===== src/rtl/soc_pkg.sv =====
// ============================================================================
// Module : soc_pkg
// Purpose: Shared SoC definitions for the pixel-matrix-controller gate/strobe
//          generator: default field widths and the generator FSM state type.
// Ports  : none (package)
// Rev    : 1.0  initial release
// ============================================================================
`default_nettype none

package soc_pkg;

  localparam int PMC_CNT_WIDTH = 16;
  localparam int PMC_RPT_WIDTH = 8;

  typedef enum logic [2:0] {
    PMC_IDLE   = 3'd0,
    PMC_GATE   = 3'd1,
    PMC_DELAY  = 3'd2,
    PMC_STROBE = 3'd3,
    PMC_DONE   = 3'd4
  } pmc_gen_state_t;

endpackage : soc_pkg

`default_nettype wire


===== src/rtl/soc_pmc_bus.sv =====
// ============================================================================
// Module : soc_pmc_bus
// Purpose: Gate/strobe link to the pixel matrix controller.
// Ports  : gate   - pixel gate level
//          strobe - readout strobe level
//          slave modport drives both, master modport observes them.
// Rev    : 1.0  initial release
// ============================================================================
`default_nettype none

interface soc_pmc_bus;
  logic gate;
  logic strobe;

  modport slave  (output gate, output strobe);
  modport master (input  gate, input  strobe);
endinterface : soc_pmc_bus

`default_nettype wire


===== src/rtl/pmc_phase_counter.sv =====
// ============================================================================
// Module : pmc_phase_counter
// Purpose: Loadable down-counter timing one generator phase. A load of L
//          makes tc_o high on the L-th cycle after the load (counts L..1).
// Ports  : clk, rst_n   - clock, synchronous active-low reset
//          clr_i        - synchronous clear (highest priority after reset)
//          load_i       - load load_val_i on this edge
//          load_val_i   - phase length
//          tc_o         - terminal count (value equals 1)
// Rev    : 1.0  initial release
// ============================================================================
`default_nettype none

module pmc_phase_counter #(
  parameter int CNT_WIDTH = 16
) (
  input  logic                 clk,
  input  logic                 rst_n,
  input  logic                 clr_i,
  input  logic                 load_i,
  input  logic [CNT_WIDTH-1:0] load_val_i,
  output logic                 tc_o
);

  logic [CNT_WIDTH-1:0] cnt_q;
  logic [CNT_WIDTH-1:0] cnt_d;

  always_comb begin
    cnt_d = cnt_q;
    if (clr_i) begin
      cnt_d = '0;
    end else if (load_i) begin
      cnt_d = load_val_i;
    end else if (cnt_q != '0) begin
      // Stops at zero so an idle counter never wraps to all-ones.
      cnt_d = cnt_q - CNT_WIDTH'(1);
    end
  end

  always_ff @(posedge clk) begin
    if (!rst_n) begin
      cnt_q <= '0;
    end else begin
      cnt_q <= cnt_d;
    end
  end

  assign tc_o = (cnt_q == CNT_WIDTH'(1));

endmodule : pmc_phase_counter

`default_nettype wire


===== src/rtl/pmc_gate_strobe_gen.sv =====
// ============================================================================
// Module : pmc_gate_strobe_gen
// Purpose: Generates repeated GATE -> DELAY -> STROBE sequences for the pixel
//          matrix controller. Zero-length phases are skipped; an iteration
//          whose phases are all zero costs one dead cycle.
// Ports  : clk, rst_n    - clock, synchronous active-low reset
//          start, abort  - run request (IDLE only) / stop (highest priority)
//          gate_len      - gate-high cycles per iteration
//          strobe_delay  - low cycles between gate fall and strobe rise
//          strobe_len    - strobe-high cycles per iteration
//          repeat_cnt    - iterations minus one
//          pmc_bus       - gate/strobe to the pixel matrix controller
//          busy, done    - sequence running / one-cycle completion pulse
// Rev    : 1.0  initial release
// ============================================================================
`default_nettype none

module pmc_gate_strobe_gen
  import soc_pkg::*;
#(
  parameter int CNT_WIDTH = PMC_CNT_WIDTH,
  parameter int RPT_WIDTH = PMC_RPT_WIDTH
) (
  input  logic                 clk,
  input  logic                 rst_n,
  input  logic                 start,
  input  logic                 abort,
  input  logic [CNT_WIDTH-1:0] gate_len,
  input  logic [CNT_WIDTH-1:0] strobe_delay,
  input  logic [CNT_WIDTH-1:0] strobe_len,
  input  logic [RPT_WIDTH-1:0] repeat_cnt,
  soc_pmc_bus.slave            pmc_bus,
  output logic                 busy,
  output logic                 done
);

  typedef struct packed {
    logic                 found;
    pmc_gen_state_t       st;
    logic [CNT_WIDTH-1:0] len;
  } pick_t;

  // First phase at or after index 'from' (0=gate,1=delay,2=strobe,3=none)
  // with a non-zero length.
  function automatic pick_t pick_phase(input logic [1:0]           from,
                                       input logic [CNT_WIDTH-1:0] g,
                                       input logic [CNT_WIDTH-1:0] d,
                                       input logic [CNT_WIDTH-1:0] s);
    pick_t r;
    r.found = 1'b0;
    r.st    = PMC_IDLE;
    r.len   = '0;
    if ((from == 2'd0) && (g != '0)) begin
      r.found = 1'b1;
      r.st    = PMC_GATE;
      r.len   = g;
    end else if ((from <= 2'd1) && (d != '0)) begin
      r.found = 1'b1;
      r.st    = PMC_DELAY;
      r.len   = d;
    end else if ((from <= 2'd2) && (s != '0)) begin
      r.found = 1'b1;
      r.st    = PMC_STROBE;
      r.len   = s;
    end
    return r;
  endfunction

  // Entry point of a fresh iteration. An all-zero iteration is realised as a
  // single DELAY cycle, which keeps busy high with gate and strobe low.
  function automatic pick_t iter_start(input logic [CNT_WIDTH-1:0] g,
                                       input logic [CNT_WIDTH-1:0] d,
                                       input logic [CNT_WIDTH-1:0] s);
    pick_t r;
    r = pick_phase(2'd0, g, d, s);
    if (!r.found) begin
      r.found = 1'b1;
      r.st    = PMC_DELAY;
      r.len   = CNT_WIDTH'(1);
    end
    return r;
  endfunction

  pmc_gen_state_t       state_q, state_d;
  logic [CNT_WIDTH-1:0] gate_len_q, gate_len_d;
  logic [CNT_WIDTH-1:0] delay_q, delay_d;
  logic [CNT_WIDTH-1:0] strobe_len_q, strobe_len_d;
  logic [RPT_WIDTH-1:0] rpt_q, rpt_d;
  logic                 gate_q, strobe_q, busy_q, done_q;

  logic                 cnt_load;
  logic [CNT_WIDTH-1:0] cnt_load_val;
  logic                 cnt_tc;
  logic [1:0]           next_idx;
  pick_t                nxt;

  always_comb begin
    case (state_q)
      PMC_GATE:  next_idx = 2'd1;
      PMC_DELAY: next_idx = 2'd2;
      default:   next_idx = 2'd3;
    endcase
  end

  always_comb begin
    state_d      = state_q;
    gate_len_d   = gate_len_q;
    delay_d      = delay_q;
    strobe_len_d = strobe_len_q;
    rpt_d        = rpt_q;
    cnt_load     = 1'b0;
    cnt_load_val = '0;
    nxt          = '0;

    if (abort) begin
      state_d = PMC_IDLE;
    end else begin
      case (state_q)
        PMC_IDLE: begin
          if (start) begin
            gate_len_d   = gate_len;
            delay_d      = strobe_delay;
            strobe_len_d = strobe_len;
            rpt_d        = repeat_cnt;
            nxt          = iter_start(gate_len, strobe_delay, strobe_len);
            state_d      = nxt.st;
            cnt_load     = 1'b1;
            cnt_load_val = nxt.len;
          end
        end

        PMC_GATE, PMC_DELAY, PMC_STROBE: begin
          if (cnt_tc) begin
            nxt = pick_phase(next_idx, gate_len_q, delay_q, strobe_len_q);
            if (nxt.found) begin
              state_d      = nxt.st;
              cnt_load     = 1'b1;
              cnt_load_val = nxt.len;
            end else if (rpt_q != '0) begin
              rpt_d        = rpt_q - RPT_WIDTH'(1);
              nxt          = iter_start(gate_len_q, delay_q, strobe_len_q);
              state_d      = nxt.st;
              cnt_load     = 1'b1;
              cnt_load_val = nxt.len;
            end else begin
              state_d = PMC_DONE;
            end
          end
        end

        PMC_DONE: state_d = PMC_IDLE;

        default:  state_d = PMC_IDLE;
      endcase
    end
  end

  pmc_phase_counter #(
    .CNT_WIDTH (CNT_WIDTH)
  ) u_phase_cnt (
    .clk        (clk),
    .rst_n      (rst_n),
    .clr_i      (abort),
    .load_i     (cnt_load),
    .load_val_i (cnt_load_val),
    .tc_o       (cnt_tc)
  );

  // Outputs are registered from the next state so they line up with the
  // state they describe.
  always_ff @(posedge clk) begin
    if (!rst_n) begin
      state_q      <= PMC_IDLE;
      gate_len_q   <= '0;
      delay_q      <= '0;
      strobe_len_q <= '0;
      rpt_q        <= '0;
      gate_q       <= 1'b0;
      strobe_q     <= 1'b0;
      busy_q       <= 1'b0;
      done_q       <= 1'b0;
    end else begin
      state_q      <= state_d;
      gate_len_q   <= gate_len_d;
      delay_q      <= delay_d;
      strobe_len_q <= strobe_len_d;
      rpt_q        <= rpt_d;
      gate_q       <= (state_d == PMC_GATE);
      strobe_q     <= (state_d == PMC_STROBE);
      busy_q       <= (state_d == PMC_GATE) || (state_d == PMC_DELAY) ||
                      (state_d == PMC_STROBE);
      done_q       <= (state_d == PMC_DONE);
    end
  end

  assign pmc_bus.gate   = gate_q;
  assign pmc_bus.strobe = strobe_q;
  assign busy           = busy_q;
  assign done           = done_q;

endmodule : pmc_gate_strobe_gen

`default_nettype wire


===== src/flat_wrapper.sv =====
// flat-port wrapper written by rule: the top's interface ports become plain ports
module pmc_gate_strobe_gen_flat import soc_pkg::*;
#(
  parameter int CNT_WIDTH = PMC_CNT_WIDTH,
  parameter int RPT_WIDTH = PMC_RPT_WIDTH
)
  (clk, rst_n, start, abort, gate_len, strobe_delay, strobe_len, repeat_cnt, busy, done, pmc_bus_gate, pmc_bus_strobe);
  soc_pmc_bus pmc_bus_i ();
  input  logic clk;
  input  logic rst_n;
  input  logic start;
  input  logic abort;
  input  logic [CNT_WIDTH-1:0] gate_len;
  input  logic [CNT_WIDTH-1:0] strobe_delay;
  input  logic [CNT_WIDTH-1:0] strobe_len;
  input  logic [RPT_WIDTH-1:0] repeat_cnt;
  output logic busy;
  output logic done;
  output wire logic [$bits(pmc_bus_i.gate)-1:0] pmc_bus_gate;
  output wire logic [$bits(pmc_bus_i.strobe)-1:0] pmc_bus_strobe;
  assign pmc_bus_gate = pmc_bus_i.gate;
  assign pmc_bus_strobe = pmc_bus_i.strobe;
  pmc_gate_strobe_gen #(.CNT_WIDTH(CNT_WIDTH), .RPT_WIDTH(RPT_WIDTH)) u_core (.clk(clk), .rst_n(rst_n), .start(start), .abort(abort), .gate_len(gate_len), .strobe_delay(strobe_delay), .strobe_len(strobe_len), .repeat_cnt(repeat_cnt), .pmc_bus(pmc_bus_i), .busy(busy), .done(done));
endmodule

===== config.mk =====
export PLATFORM = sky130hd
export DESIGN_NAME = pmc_gate_strobe_gen_flat
export DESIGN_NICKNAME = d
export VERILOG_FILES = /design/src/rtl/soc_pkg.sv /design/src/rtl/soc_pmc_bus.sv /design/src/rtl/pmc_phase_counter.sv /design/src/rtl/pmc_gate_strobe_gen.sv /design/src/flat_wrapper.sv
export SDC_FILE = /design/constraint.sdc
export NUM_CORES = 1
export LEC_CHECK = 0
export CAP_MARGIN = 0
export CORE_MARGIN = 5
export CORE_UTILIZATION = 50
export CTS_CLUSTER_DIAMETER = 120
export DETAILED_ROUTE_END_ITERATION = 10
export PLACE_DENSITY = 0.84
export SYNTH_ARGS = -nofsm -noshare
export SYNTH_HDL_FRONTEND = slang
export SYNTH_SLANG_ARGS = --single-unit

===== constraint.sdc =====
create_clock -name clk -period 2.5 [get_ports clk]
set_input_delay 0.5 -clock clk [delete_from_list [all_inputs] [get_ports clk]]
set_output_delay 0.5 -clock clk [all_outputs]
set_load 0.01 [all_outputs]

# == Word level (Yosys, flattened, before mapping) ==
# Index checks and enable logic that the tools add are counted.
# word_totals
reg_bits,79
inputBits,60
output_inout_bits,4
elab_cells,96
# op_classes
n_addsub,2
order_cmp,2
n_eq_ne,12
muxes,47
bitwise_logic,2
n_reduce_logical,21
# ops
cell,count
2-to-1 mux 20 bit,20
nonzero test 16 bit,7
2-to-1 mux 16 bit,6
2-to-1 mux 19 bit,2
2-to-1 mux 8 bit,4
one-hot mux 16 bit (2 select lines),1
== test 16 x 1 -> 1 bit (second input constant),1
one-hot mux 8 bit (2 select lines),1
subtractor 16 x 1 -> 16 bit (second input constant),1
2-to-1 mux 3 bit,5
== test 3 x 2 -> 1 bit (second input constant),4
nonzero test 8 bit,1
subtractor 8 x 1 -> 8 bit (second input constant),1
== test 3 x 1 -> 1 bit (second input constant),2
one-hot mux 3 bit (2 select lines),1
AND reduction 6 bit,1
2-to-1 mux 1 bit,5
inequality test 2 x 1 -> 1 bit (second input constant),2
inequality test 2 bit (second input constant),2
one-hot mux 2 bit (2 select lines),1
nonzero test 2 bit,2
== test 3 bit (second input constant),1
logical AND 1 bit,3
logical NOT 3 bit,1
other kinds (9),11

# == Depth between registers and ports, before layout ==
# Gate-level depths: netlist (run 1).
# logic_depth
depth_word,23
depth_mapped,13
depth_no_buf,11

# == Hierarchy ==
# From an unflattened synthesis (run 1), not the netlist that was laid out.
# unflattened
cells_unflattened,649
area_unflattened_um2,4913.5
# by_module_without_submodules
mod,instances,cells_per_inst,area_each_um2,seq_area_each_um2
pmc_gate_strobe_gen,1,537,3986.3,1261.2
pmc_phase_counter,1,112,927.1,320.3

# == Worst setup path before layout (run 1) ==
# Ideal clock, no wire load.
# synth_path
path_type,flip-flop to flip-flop
from,reg u_core.state_q[0]
to,reg u_core.u_phase_cnt.cnt_q[0]
setup_ps,115
arrival_time_ps,2592
t_required_ps,2385
setup_slack_ps,-207
path_stages_with_launch,12
n_path_buf,3
synth_period_minus_slack_ps,2707
path_cell_list,dfxtp_1 clkbuf_1 nor3b_1 ha_1 nand2_1 a41oi_1 nor4_1 nor3b_1 buf_2 buf_2 o21ai_0 o21a_1
# synth_between
elab_chain_len,15
elab_cells_between_ends,27
classes_between,2 x order compare; 3 x eq/ne; 15 x mux; 7 x reduce/logical
# synth_lines
item,line,text
"start, declared",pmc_gate_strobe_gen.sv:84,"pmc_gen_state_t state_q, state_d;"
"start signal, assigned",pmc_gate_strobe_gen.sv:183,state_q <= state_d;
== test 3 x 2 -> 1 bit or == test 3 x 1 -> 1 bit (tied branches),"pmc_gate_strobe_gen.sv:98, pmc_gate_strobe_gen.sv:118",
one-hot mux 2 bit (2 select lines),pmc_gate_strobe_gen.sv:98,case (state_q)
less-or-equal comparator 2 bit,pmc_gate_strobe_gen.sv:61,end else if ((from <= 2'd2) && (s != '0)) begin
logical AND 1 bit,pmc_gate_strobe_gen.sv:61,
2-to-1 mux 20 bit,pmc_gate_strobe_gen.sv:61,
2-to-1 mux 20 bit,pmc_gate_strobe_gen.sv:57,end else if ((from <= 2'd1) && (d != '0)) begin
2-to-1 mux 20 bit,pmc_gate_strobe_gen.sv:53,if ((from == 2'd0) && (g != '0)) begin
2-to-1 mux 20 bit,pmc_gate_strobe_gen.sv:133,if (cnt_tc) begin
2-to-1 mux 20 bit,pmc_gate_strobe_gen.sv:118,case (state_q)
2-to-1 mux 20 bit,pmc_gate_strobe_gen.sv:115,if (abort) begin
2-to-1 mux 1 bit,pmc_gate_strobe_gen.sv:135,if (nxt.found) begin
2-to-1 mux 1 bit,pmc_gate_strobe_gen.sv:133,
one-hot mux 1 bit (2 select lines),pmc_gate_strobe_gen.sv:118,
2-to-1 mux 1 bit,pmc_gate_strobe_gen.sv:115,
2-to-1 mux 16 bit or nonzero test 2 bit (tied branches),n/a,
"end signal, assigned",pmc_phase_counter.sv:44,cnt_q <= cnt_d;
"end, declared",pmc_phase_counter.sv:25,logic [CNT_WIDTH-1:0] cnt_q;
# Parallel ways exist; a longest one is shown, timed or not. The select of a mux whose other input is x is not followed.
# A chain may end at the register's enable or synchronous reset.

# == Worst setup path in the final report (run 1) ==
# layout_path
from,reg u_core.delay_q[3]
to,reg u_core.u_phase_cnt.cnt_q[0]
# layout_between
elab_chain_len,14
elab_cells_between_ends,25
classes_between,22 x mux; 3 x reduce/logical
# layout_lines
item,line,text
"start, declared",pmc_gate_strobe_gen.sv:86,"logic [CNT_WIDTH-1:0] delay_q, delay_d;"
"start signal, assigned",pmc_gate_strobe_gen.sv:185,delay_q <= delay_d;
nonzero test 16 bit (*),pmc_gate_strobe_gen.sv:57,
2-to-1 mux 20 bit,pmc_gate_strobe_gen.sv:57,
2-to-1 mux 20 bit,pmc_gate_strobe_gen.sv:53,
2-to-1 mux 20 bit,pmc_gate_strobe_gen.sv:139,end else if (rpt_q != '0) begin
2-to-1 mux 20 bit,pmc_gate_strobe_gen.sv:135,
2-to-1 mux 20 bit,pmc_gate_strobe_gen.sv:133,
2-to-1 mux 20 bit,pmc_gate_strobe_gen.sv:118,
2-to-1 mux 20 bit,pmc_gate_strobe_gen.sv:115,
2-to-1 mux 19 bit,pmc_gate_strobe_gen.sv:76,if (!r.found) begin
2-to-1 mux 16 bit,pmc_gate_strobe_gen.sv:139,
2-to-1 mux 16 bit,pmc_gate_strobe_gen.sv:135,
2-to-1 mux 16 bit,pmc_gate_strobe_gen.sv:133,
one-hot mux 16 bit (2 select lines),pmc_gate_strobe_gen.sv:118,
2-to-1 mux 16 bit,pmc_phase_counter.sv:32,end else if (load_i) begin
# Every way passes the cells marked *; elsewhere a longest branch is shown, timed or not. The select of a mux whose other input is x is not followed.

==> results.yml, run 1 <==
yosys:
  synth_area_per_cell_sq_um: 7.576
  synth_top_family_by_area: "compound AO/OA/AOI/OAI gates"
  ys.flop_type: "dfxtp_1"
  synth.area.top_cells: "dfxtp_1, nand2_1, a21boi_0"
  synth_edf_count: 0
  synth.most_common_cell: "nand2_1"
  synth_xor_area_share_pct: 2.281
  synthArstFlopShare_pct: 0
  synth_seq_cells: 79
  syn_area_sq_um: 4992
  synthAdderAreaFrac_pct: 1.504
  synth_warnings: 0
  yosys.cell_types.count: 64
  synthesis.nets: 725
  yosysSeqAreaShare_pct: 31.68
  synthMuxAreaShare_pct: 0.2005
  yosysTopAreaCell: "dfxtp_1"
  synth_top_area_share_pct: 31.68
  synth-simple-area-share_pct: 27.37
  synth_commonest_cells: "nand2_1, dfxtp_1, a21boi_0"
  synth_cells: 659
  synth_compound_area_share_pct: 32.31
route:
  wl_per_cell_um: 21.99
  remaining_drc_errors: 0
  avgViaCountPerCell: 6.803
  vias: 6721
  firstDrtPassIters: 6
  postRouteAntennaNets: 0
  routed_wl_mm: 21.73
  drt_iter0_drc: 997
sta:
  max_freq_mhz: 371.3
  tightest_slew_ns: 1.339
  final-setup-viol-count: 30
  fin_crit_sh_pct: 107.7
  drv_slew: 0
  finClkSkew_ns: 0.01031
  max_slew_margin_pct: 9.591
  finalHoldViolations: 0
  min_period_ns: 2.693
  setup_slack_ns: -0.1935
  grt_setup_unrepaired: "true"
floorplan:
  start_util_pct: 51.08
  dieArea_sq_um: 12080
  die-width_um: 109.9
  fp.dieH_um: 109.9
  fp-row-count: 36
  core_sq_um: 9774
  io_pins: 64
worst_setup_path:
  start_kind: "register"
  path_delay_family: "compound AO/OA/AOI/OAI gates"
  worstRegToRegCells: 8
  reg2reg_from: "u_core.delay_q[3]"
  cp-end-kind: "register"
  slowest_stage: "or4_4"
  path_cells: "or4_4 > o41a_1 > buf_6 > buf_6 > or3_1 > o211ai_1 > a221oi_2 > o21a_1"
  crit_path_frequent_cell: "buf_6"
  required_ns: 2.76
  critical-path-max-stage-delay_ns: 0.56
  path_class: "reg -> reg"
  ff2ff_setup_slack_ns: -0.19
  crit_buf_inv: 2
  reg2reg_to: "u_core.u_phase_cnt.cnt_q[0]"
  cp.arrival_ns: 2.96
  critPathMaxFanout: 7
hold_path:
  hold-path-endpoint: "u_core.gate_len_q[15]"
  holdPathStages: 2
  worstHoldStart: "u_core.gate_len_q[15]"
  hold_class: "reg -> reg"
clock_network:
  clock-sinks: 79
  cts_root_buffer: "clkbuf_8"
  cts_made_buffers: 9
  clk-insertion-delay-late_ns: 0.37
  cts.path.max_buffers: 2
  htree_levels: 3
  cts_tree: "yes"
  clk_pin_slew_ns: 0.08
grt:
  antenna_found_initial: 0
  grt_util_all_layers_pct: 33.83
  grt_pass1_vias: 6220
  grt_max_degree: 49
  grt_pass1_wl_mm: 31.74
  grt_overflow: 0
final_layout:
  area_growth_pct: 50.08
  num_antenna_cells: 0
  instances_no_fill: 988
  nFillCells: 614
  fin_util_pct: 76.65
  fin_nets: 917
  drive_above_1_share_pct: 29.82
power:
  power_mw: 4.853
  vdd.ir_drop.worst_mv: 0.3737
  p_leak_nw: 2.938
  p_per_area_nw_per_um2: 647.7
status:
  failed_checks: "negative setup slack"
  status: "complete, but fails checks"
place:
  hpwl_mm: 14.62
  port_buffers: 63
  dp_cells: 960
  finalWeightedCongestion: 0.9896
flow_run:
  cap_violations: 0
metrics by stage:
stage	hold WS, ns	cell area (sq um)	setup slack (ns)	setup TNS, ns
floorplan	0.4536	5001	-0.01849	-0.01849
global placement	0.4749	6835	-0.3831	-4.834
detailed placement	0.4851	6835	-0.3852	-6.060
CTS	0.4990	7176	-0.1120	-1.223
global route	0.5358	7492	-0.3049	-6.563
finish	0.5104	7492	-0.1935	-3.468
where the power goes:
part	internal [mW]	total (mW)	switching [mW]
sequential	1.38	1.52	0.144
combinational	1.01	2.23	1.22
clock	0.584	1.10	0.515
worst max-delay path by stage:
| stage | start | to | slack (ns) | cells after the start |
|---|---|---|---|---|
| detailed placement | strobe_delay[11] | u_core.u_phase_cnt.cnt_q[3] | -0.39 | 10 |
| floorplan | u_core.delay_q[3] | u_core.u_phase_cnt.cnt_q[15] | -0.02 | 9 |
| global placement | strobe_delay[11] | u_core.u_phase_cnt.cnt_q[3] | -0.38 | 10 |
| CTS | u_core.delay_q[3] | u_core.u_phase_cnt.cnt_q[3] | -0.11 | 8 |
| global route | u_core.rpt_q[1] | u_core.u_phase_cnt.cnt_q[13] | -0.30 | 10 |
| finish | u_core.delay_q[3] | u_core.u_phase_cnt.cnt_q[0] | -0.19 | 8 |
layout make-up:
type / instances / area (sq um) / area share (%)
flip-flops and latches: 79 / 1582 / 21.11
repair buffers: 230 / 1988 / 26.54
clock buffers: 10 / 137.6 / 1.837
well taps: 133 / 166.4 / 2.221
inverters: 7 / 26.28 / 0.3507
multi-input cells: 524 / 3510 / 46.84
clock inverters: 5 / 82.58 / 1.102
cell families (layout without fill, tap and decap cells):
kind of cell	count (synthesis)	after routing
AND/OR/NAND/NOR	276	276
adder cells (fa/ha/maj)	6	6
buffers and inverters	56	252
flip-flops	79	79
multiplexers	1	1
XOR/XNOR	13	13
AO/OA/AOI/OAI	228	228
cells in the final DEF, fill, tap and decap left out, types with 4 or more instances in the layout:
cell	synthesis	routed
a211oi_1	15	12
a21boi_0	49	48
a21boi_1	3	4
a21oi_1	31	27
a221o_1	14	14
a311oi_1	5	5
a31o_2	13	12
a31oi_1	8	6
a32oi_1	10	10
and2_1	4	4
and4_1	5	4
buf_12	0	6
buf_4	2	151
buf_6	1	7
clkbuf_8	0	10
clkdlybuf4s50_1	0	63
dfxtp_1	79	79
ha_1	6	5
inv_1	7	7
nand2_1	133	133
nand2b_1	5	4
nand3_1	10	10
nand4_1	5	5
nor2_1	31	27
nor2_2	0	4
nor3_1	22	16
nor3_2	0	6
nor4_1	28	18
nor4_2	0	8
o21a_1	4	4
o21ai_0	47	40
o21ai_1	2	8
or3_1	6	4
or4_4	3	6
xor2_1	11	11
worst min-delay path, delay by kind of cell (launching register included):
kind,cells,cell delay [ns]
AO/OA/AOI/OAI,1,0.07
AND/OR/NAND/NOR,1,0.06
flip-flops,1,0.34
per-layer routing:
layer	share of wire [%]	GRT usage, %	vias to the layer above
met4	6.2	16.30	0
met2	45	54.64	641
met1	35	41.96	3068
li1	-	-	2856
met5	0	0	-
met3	14	8.456	156
sequential cells by signal (all words and copies together) (netlist names):
| register | cells |
|---|---|
| u_core.done | 1 |
| u_core.gate_len_q | 16 |
| u_core.state_q | 3 |
| u_core.strobe_len_q | 16 |
| u_core.busy | 1 |
| u_core.delay_q | 16 |
| u_core.pmc_bus.strobe | 1 |
| u_core.pmc_bus.gate | 1 |
| u_core.rpt_q | 8 |
| u_core.u_phase_cnt.cnt_q | 16 |
what timing repair did:
action	CTS	global route
buffers inserted	4	6
resized for setup	22	52
setup endpoints to repair	29	30
hold buffers	0	0
cloned	1	2
pin swaps	4	19
Power figures use the tool's default switching activity.
==> run 2: changes to the inputs <==
Settings changed: PLACE_DENSITY 0.84 to 0.81.
Clock period 2.5 ns to 3.17 ns, I/O delays scaled along.
==> run 2 against run 1 <==
  * The flow now finishes without violations
  * Sequential power decreased by 21%
  * Die area unchanged
  * Utilization decreased by 14 points
  * Total power decreased by 36%
  * Cell area decreased by 19%
  * Critical path depth decreased by 1
  * Hold slack got worse by 0.011 ns
  * Clock-buffer cell count increased by 1
  * Global-route usage decreased by 5.0 points
  * Critical endpoint is now u_core.u_phase_cnt.cnt_q[3]
  * Largest cell class unchanged
==> results.yml, run 2 (synthesis results as in run 1) <==
status:
  status: "completed"
grt:
  grt_max_degree: 50
  grt_pass1_vias: 5346
  antenna_found_initial: 0
  grt_pass1_wl_mm: 27.17
  grt_util_all_layers_pct: 28.81
  grt_overflow: 0
worst_setup_path:
  critPathMaxFanout: 10
  critical-path-max-stage-delay_ns: 0.62
  worstRegToRegCells: 7
  required_ns: 3.42
  cp-end-kind: "register"
  start_kind: "register"
  path_class: "reg -> reg"
  path_cells: "nor4_1 > nand2_1 > or4_1 > or3_1 > o21ai_2 > a31oi_1 > a21boi_1"
  cp.arrival_ns: 3.20
  slowest_stage: "nor4_1"
clock_network:
  clk-insertion-delay-late_ns: 0.36
  clk_pin_slew_ns: 0.07
  cts.path.max_buffers: 2
  cts_tree: "yes"
  htree_levels: 3
  cts_setup_buffers: 0
  clock-sinks: 79
  cts_made_buffers: 9
  cts_root_buffer: "clkbuf_8"
floorplan:
  fp-row-count: 36
  die-width_um: 109.9
  core_sq_um: 9774
  dieArea_sq_um: 12080
  start_util_pct: 51.08
  io_pins: 64
  fp.dieH_um: 109.9
place:
  finalWeightedCongestion: 0.9885
  pre_cts_ws_ns: 0.1091
  port_buffers: 63
  hpwl_mm: 12.95
hold_path:
  hold_class: "reg -> reg"
  holdPathStages: 2
flow_run:
  cap_violations: 0
sta:
  drv_slew: 0
  tns_ns: 0
  setup_slack_ns: 0.2145
  grt_setup_unrepaired: "false"
  max_freq_mhz: 338.4
  fin_crit_sh_pct: 93.23
  max_slew_margin_pct: 44.03
  tightest_slew_ns: 0.8345
  min_period_ns: 2.956
  finClkSkew_ns: 0.006690
  finalHoldViolations: 0
  final-setup-viol-count: 0
final_layout:
  num_antenna_cells: 0
  drive_above_1_share_pct: 10.66
  multiInputGateArea_sq_um: 3198
  nFillCells: 824
  fin_nets: 786
  seqCellArea_sq_um: 1582
  layout_commonest_cell: "nand2_1"
  mostFrequentLayoutCells: "nand2_1, dfxtp_1, clkdlybuf4s50_1"
  fin_util_pct: 62.17
  area_growth_pct: 21.73
route:
  remaining_drc_errors: 0
  postRouteAntennaNets: 0
  vias: 5602
  routed_wl_mm: 17.02
  firstDrtPassIters: 7
  drt_iter0_drc: 737
  avgViaCountPerCell: 6.552
  wl_per_cell_um: 19.90
power:
  p_per_area_nw_per_um2: 511.4
  vdd.ir_drop.worst_mv: 0.2589
  p_leak_nw: 2.185
## run 2: critical path, delay by kind of cell (launching register included)
family             cells  cell delay [ns]
and+or+nand+nor        4             1.86
DFF                    1             0.34
AOI/OAI and AO/OA      3             0.64
## run 2: through the flow
| step | instances | hold slack [ns] | area, sq um | power, mW |
|---|---|---|---|---|
| 6_report | 855 | 0.4992 | 6077 | 3.108 |
| 4_1_cts | 855 | 0.4933 | 6071 | 3.093 |
| 5_1_grt | 855 | 0.5160 | 6077 | 3.285 |
| 3_3_place_gp | 842 | 0.4761 | 5904 | 2.349 |
| 2_1_floorplan | 659 | 0.4536 | 4992 | 2.016 |
| 3_5_place_dp | 842 | 0.4823 | 5904 | 2.390 |
## run 2: final timing paths
path	startpoint	slack, ns	to
worst max-delay path	u_core.u_phase_cnt.cnt_q[8]	0.21	u_core.u_phase_cnt.cnt_q[3]
worst min-delay path	u_core.delay_q[12]	0.50	u_core.delay_q[12]
worst max register to register	u_core.u_phase_cnt.cnt_q[8]	0.21	u_core.u_phase_cnt.cnt_q[3]
worst min register to register	u_core.delay_q[12]	0.50	u_core.delay_q[12]
## run 2: cell type report
class	instances	share of cell area, %
Clock buffer	11	2.162
Multi-Input combinational cell	524	52.63
Tap cell	133	2.738
Inverter	7	0.4324
Sequential cell	79	26.02
Clock inverter	2	0.5765
Timing Repair Buffer	99	15.44
## run 2: what timing repair did
item | CTS | global route
endpoints found under the setup margin | 0 | 1
endpoints found under the hold margin | 0 | 0
resized for setup | 0 | 1
hold buffers | 0 | 0
## run 2: routing by layer
| metal | GRT usage (%) | wire, um | vias to the layer above |
|---|---|---|---|
| met5 | 0 | 0 | - |
| met4 | 12.11 | 639 | 0 |
| met3 | 7.105 | 2036 | 73 |
| met2 | 43.33 | 7423 | 406 |
| met1 | 39.20 | 6919 | 2547 |
| li1 | - | - | 2576 |
## run 2: power breakdown
part	total, mW	internal [mW]	leakage [nW]	switching (mW)
sequential	1.20	1.09	0.645	0.108
combinational	1.21	0.496	1.45	0.713
clock	0.702	0.350	0.0851	0.352
==> run 3: changes to the inputs <==
Settings changed: SETUP_SLACK_MARGIN set to 0.05.
==> results of run 3 <==
The final DEF is identical to that of run 2; final timing and power are the same.
==> edit 1, RTL diff (flow settings as in run 3) <==
The output `done` loses its register stage (`done_q` becomes a continuous assignment).
--- a/src/rtl/pmc_gate_strobe_gen.sv
+++ b/src/rtl/pmc_gate_strobe_gen.sv
@@ -178,7 +178,6 @@
       gate_q       <= 1'b0;
       strobe_q     <= 1'b0;
       busy_q       <= 1'b0;
-      done_q       <= 1'b0;
     end else begin
       state_q      <= state_d;
       gate_len_q   <= gate_len_d;
@@ -189,9 +188,10 @@
       strobe_q     <= (state_d == PMC_STROBE);
       busy_q       <= (state_d == PMC_GATE) || (state_d == PMC_DELAY) ||
                       (state_d == PMC_STROBE);
-      done_q       <= (state_d == PMC_DONE);
     end
   end
+
+  assign done_q = (state_d == PMC_DONE);
 
   assign pmc_bus.gate   = gate_q;
   assign pmc_bus.strobe = strobe_q;
Formal check against the unedited RTL: not equivalent (Yosys sat finds a counterexample within 4 cycles, from zero or initial values and one cycle with rst_n low).
==> edit 1 against run 3 <==
The run now ends with setup timing left; utilization rose by 11 points; wire length rose by 17%; via count rose by 12%; count of clock-buffer cells in the layout fell by 1; area after synthesis fell by 1.8%; final area rose by 17%; worst setup slack got worse by 0.23 ns; sequential cell count fell by 1; total power rose by 0.54%; synthesized cell count fell by 0.30%; critical path type is now input port to output pin.
==> edit 1: results (changes against run 3) <==
[logic_synthesis]
synth_cell_type_count=66  ; +3.1%
synthTopCellsByCount=122 x nand2_1, 93 x a21oi_1, 78 x dfxtp_1
synth.mux.area_fraction_pct=0.204  ; +0.0037 points
synth_fa_ha_area_share_pct=1.53  ; +0.028 points
synth_area_per_cell_um2=7.46  ; -1.5%
synthesis.nets=723  ; -0.28%
post_synth_xor_area_fraction_pct=1.97  ; -0.32 points

[global_route]
grt_first_pass_wirelength_um=30200  ; +11%
grt_pass1_vias=5882  ; +10%
globalRouteTotalUtil_pct=32.8  ; +4.0 points
grt_start_max_net_pins=55  ; +10%

[cts]
clk_pin_slew_worst_paths_ns=0.09  ; +0.02 ns

[cells_and_area]
num-nets-final=902  ; +15%
fillCellCount=759  ; -7.9%
layoutNonFillerInstCount=974  ; +14%

[outcome]
run_status=finished with violations
failed_checks=setup timing

[place]
final_estimated_routing_congestion_in_global_placement=1.01  ; +2.7%
post-place-cells=947  ; +12%
dpl.hpwl_um=14600  ; +13%
dpl_cell_area_um2=6580  ; +11%

[sta]
setup_viol_count_final=1  ; +1
crit_path_setup_slack_layout_ns=-0.0136  ; -0.228 ns
worst_clock_skew_ns=0.0111  ; +0.00443 ns
timing.hold.ws_ns=0.507  ; +0.00733 ns
max_slew_margin_pct=58.5  ; +14 points

[routing]
drt_pass1_iterations=5  ; -2
via_count=6285  ; +12%
routedWlPerCell_um=20.5  ; +2.8%
detailedRoute.firstIterationViolations=762  ; +3.4%

[pwr]
power.leakage_nw=2.87  ; +31%
ir_worst_vdd_v=0.000237  ; -8.5%

[worst_setup_path]
reg2reg_setup_slack_ns=0.19  ; -0.02 ns
cpMaxStageDelayCell=clkdlybuf4s50_1

-- edit 1: path summary, 6_finish.rpt --
check / to / cells past startpoint / start
max: done / 8 / gate_len[10]
min: u_core.strobe_len_q[4] / 2 / u_core.strobe_len_q[4]
max reg2reg: u_core.u_phase_cnt.cnt_q[14] / 9 / u_core.u_phase_cnt.cnt_q[8]
min reg2reg: u_core.strobe_len_q[4] / 2 / u_core.strobe_len_q[4]
-- edit 1: final cells by class --
type	instances	area, µm²	area share (%)
clock buffers	10	138	1.94
inverters	16	60.1	0.847
multi-input cells	514	3280	46.3
clock inverters	6	93.8	1.32
well taps	133	166	2.35
repair buffers	217	1780	25.1
flip-flops and latches	78	1560	22.1
-- edit 1: critical path: cells and delay by family --
family	cells	cell delay, ns
AND/OR/NAND/NOR	3	0.82
buffers and inverters	2	0.59
AO/OA/AOI/OAI	3	0.51
-- edit 1: report_power, final --
part	internal [mW]	switching [mW]	total (mW)
combinational	0.521	0.597	1.12
clock	0.470	0.412	0.882
sequential	1.05	0.0726	1.12
total	2.04	1.08	3.12
-- edit 1: logic make-up after synthesis --
kind of cell,after synthesis
AO/OA/AOI/OAI,225
flip-flops,78
AND/OR/NAND/NOR,271
multiplexers,1
XOR/XNOR,11
adder cells (fa/ha/maj),6
buffers and inverters,65
-- edit 1: what timing repair did --
item / CTS / global route
hold buffers: 0 / 0
pin swaps: 6 / 10
gates resized for setup: 19 / 28
buffers inserted: 9 / 2
endpoints found under the setup margin: 1 / 16
hold endpoints to repair: 0 / 0
-- edit 1: metrics by stage --
step | utilization [%] | TNS [ns] | setup slack [ns]
final | 73.2 | -0.0136 | -0.0136
after global routing | 73.2 | -0.0543 | -0.0543
after CTS | 71.6 | 0 | 0.0505
after detailed placement | 68.0 | -0.906 | -0.451
after global placement | 68.0 | -0.505 | -0.410
after floorplan | - | 0 | 0.358
-- edit 1: routing by layer --
| layer | wire, µm | vias up | share of wire, % | GRT usage (%) |
|---|---|---|---|---|
| met2 | 9270 | 422 | 47 | 52.4 |
| met1 | 7980 | 2947 | 40 | 44.0 |
| met3 | 1980 | 71 | 9.9 | 6.57 |
| met4 | 689 | 0 | 3.5 | 11.6 |
| met5 | 0 | - | 0 | 0 |
| li1 | - | 2845 | - | - |
==> edit 2, RTL diff (config.mk and constraints of run 3) <==
Without the edit above. `PMC_CNT_WIDTH`: 16 -> 12.
--- a/src/rtl/soc_pkg.sv
+++ b/src/rtl/soc_pkg.sv
@@ -9,7 +9,7 @@
 
 package soc_pkg;
 
-  localparam int PMC_CNT_WIDTH = 16;
+  localparam int PMC_CNT_WIDTH = 12;
   localparam int PMC_RPT_WIDTH = 8;
 
   typedef enum logic [2:0] {
Interface: changed (resized gate_len, strobe_delay and strobe_len); port bits go from 64 to 52. No check against the original RTL was run, so the function may have changed too.
==> edit 2 against run 3 <==
Total power down 5.5%; sequential cell count down 16; first-iteration DRC count down 30%; final cell count down 19%; synthesized cell count decreased by 17%; wire length fell by 26%; clock power increased by 5.3%; final area is 20% lower; sequential share of layout area fell by 0.18 points; worst setup slack better by 0.25 ns; area after synthesis shrank 19%; sequential power decreased by 15%; largest cell class unchanged.
==> edit 2: results (changes against run 3) <==
[global_route]
grt_start_max_net_pins=37  ; -26%
globalRouteTotalUtil_pct=25.8  ; -3.0 points
grt_pass1_vias=4002  ; -25%
grt_first_pass_wirelength_um=20700  ; -24%

[pwr]
ir_worst_vdd_v=0.000261  ; +0.66%
power.leakage_nw=1.75  ; -20%
netSwitchingFraction_pct=37.8  ; +0.067 points
power.share.clock_pct=25.2  ; +2.6 points

[cells_and_area]
multiInputGateArea_um2=2550  ; -20%
num-multi-input-gates=423  ; -19%
sequential_share_of_cell_area_pct=25.8  ; -0.18 points
fillCellCount=705  ; -14%
area_share_clock_buf_inv_pct=4.28  ; +1.5 points
buffers_excl_clock=69  ; -30%
num-nets-final=642  ; -18%

[cts]
cts.sink_count=63  ; -20%
clock_latency_ns=0.34  ; -0.02 ns

[sta]
worst_clock_skew_ns=0.0139  ; +0.00716 ns
timing.hold.ws_ns=0.494  ; -0.00481 ns

[logic_synthesis]
syn-instance-count=545  ; -17%
synth_cell_type_count=53  ; -17%
compound_gate_portion_of_the_synthesized_area_pct=30.1  ; -2.2 points
post_synth_xor_area_fraction_pct=2.38  ; +0.10 points

[worst_setup_path]
critical_path.max_fanout=11  ; +1
critical-path-max-stage-delay_ns=0.71  ; +0.09 ns
cp.arrival_ns=2.95  ; -0.25 ns
cpMaxStageDelayCell=a31oi_1
critical_path.reg2reg.endpoint=u_core.u_phase_cnt.cnt_q[5]

[place]
dpl.hpwl_um=9590  ; -26%
post-place-cells=679  ; -19%

[routing]
routedWlPerCell_um=18.1  ; -8.9%
wl_um=12600  ; -26%
drt_pass1_iterations=5  ; -2

[outcome]
run_status=complete, no violations

## edit 2: worst max-delay path by stage
stage	end	cells past startpoint	slack (ns)	from
6_report	u_core.u_phase_cnt.cnt_q[5]	9	0.47	u_core.rpt_q[0]
3_5_place_dp	u_core.u_phase_cnt.cnt_q[5]	8	0.37	start
3_3_place_gp	u_core.u_phase_cnt.cnt_q[2]	8	0.45	gate_len[0]
2_1_floorplan	u_core.u_phase_cnt.cnt_q[1]	12	0.74	u_core.state_q[1]
5_1_grt	u_core.u_phase_cnt.cnt_q[8]	7	0.22	u_core.delay_q[6]
4_1_cts	u_core.u_phase_cnt.cnt_q[5]	9	0.51	u_core.rpt_q[0]
## edit 2: per-layer routing
layer / track usage [%] / vias to the layer above / wire, µm
met5: 0 / - / 0
li1: - / 2107 / -
met2: 40.8 / 226 / 5850
met3: 4.86 / 22 / 1050
met4: 7.46 / 0 / 261
met1: 35.7 / 1971 / 5440
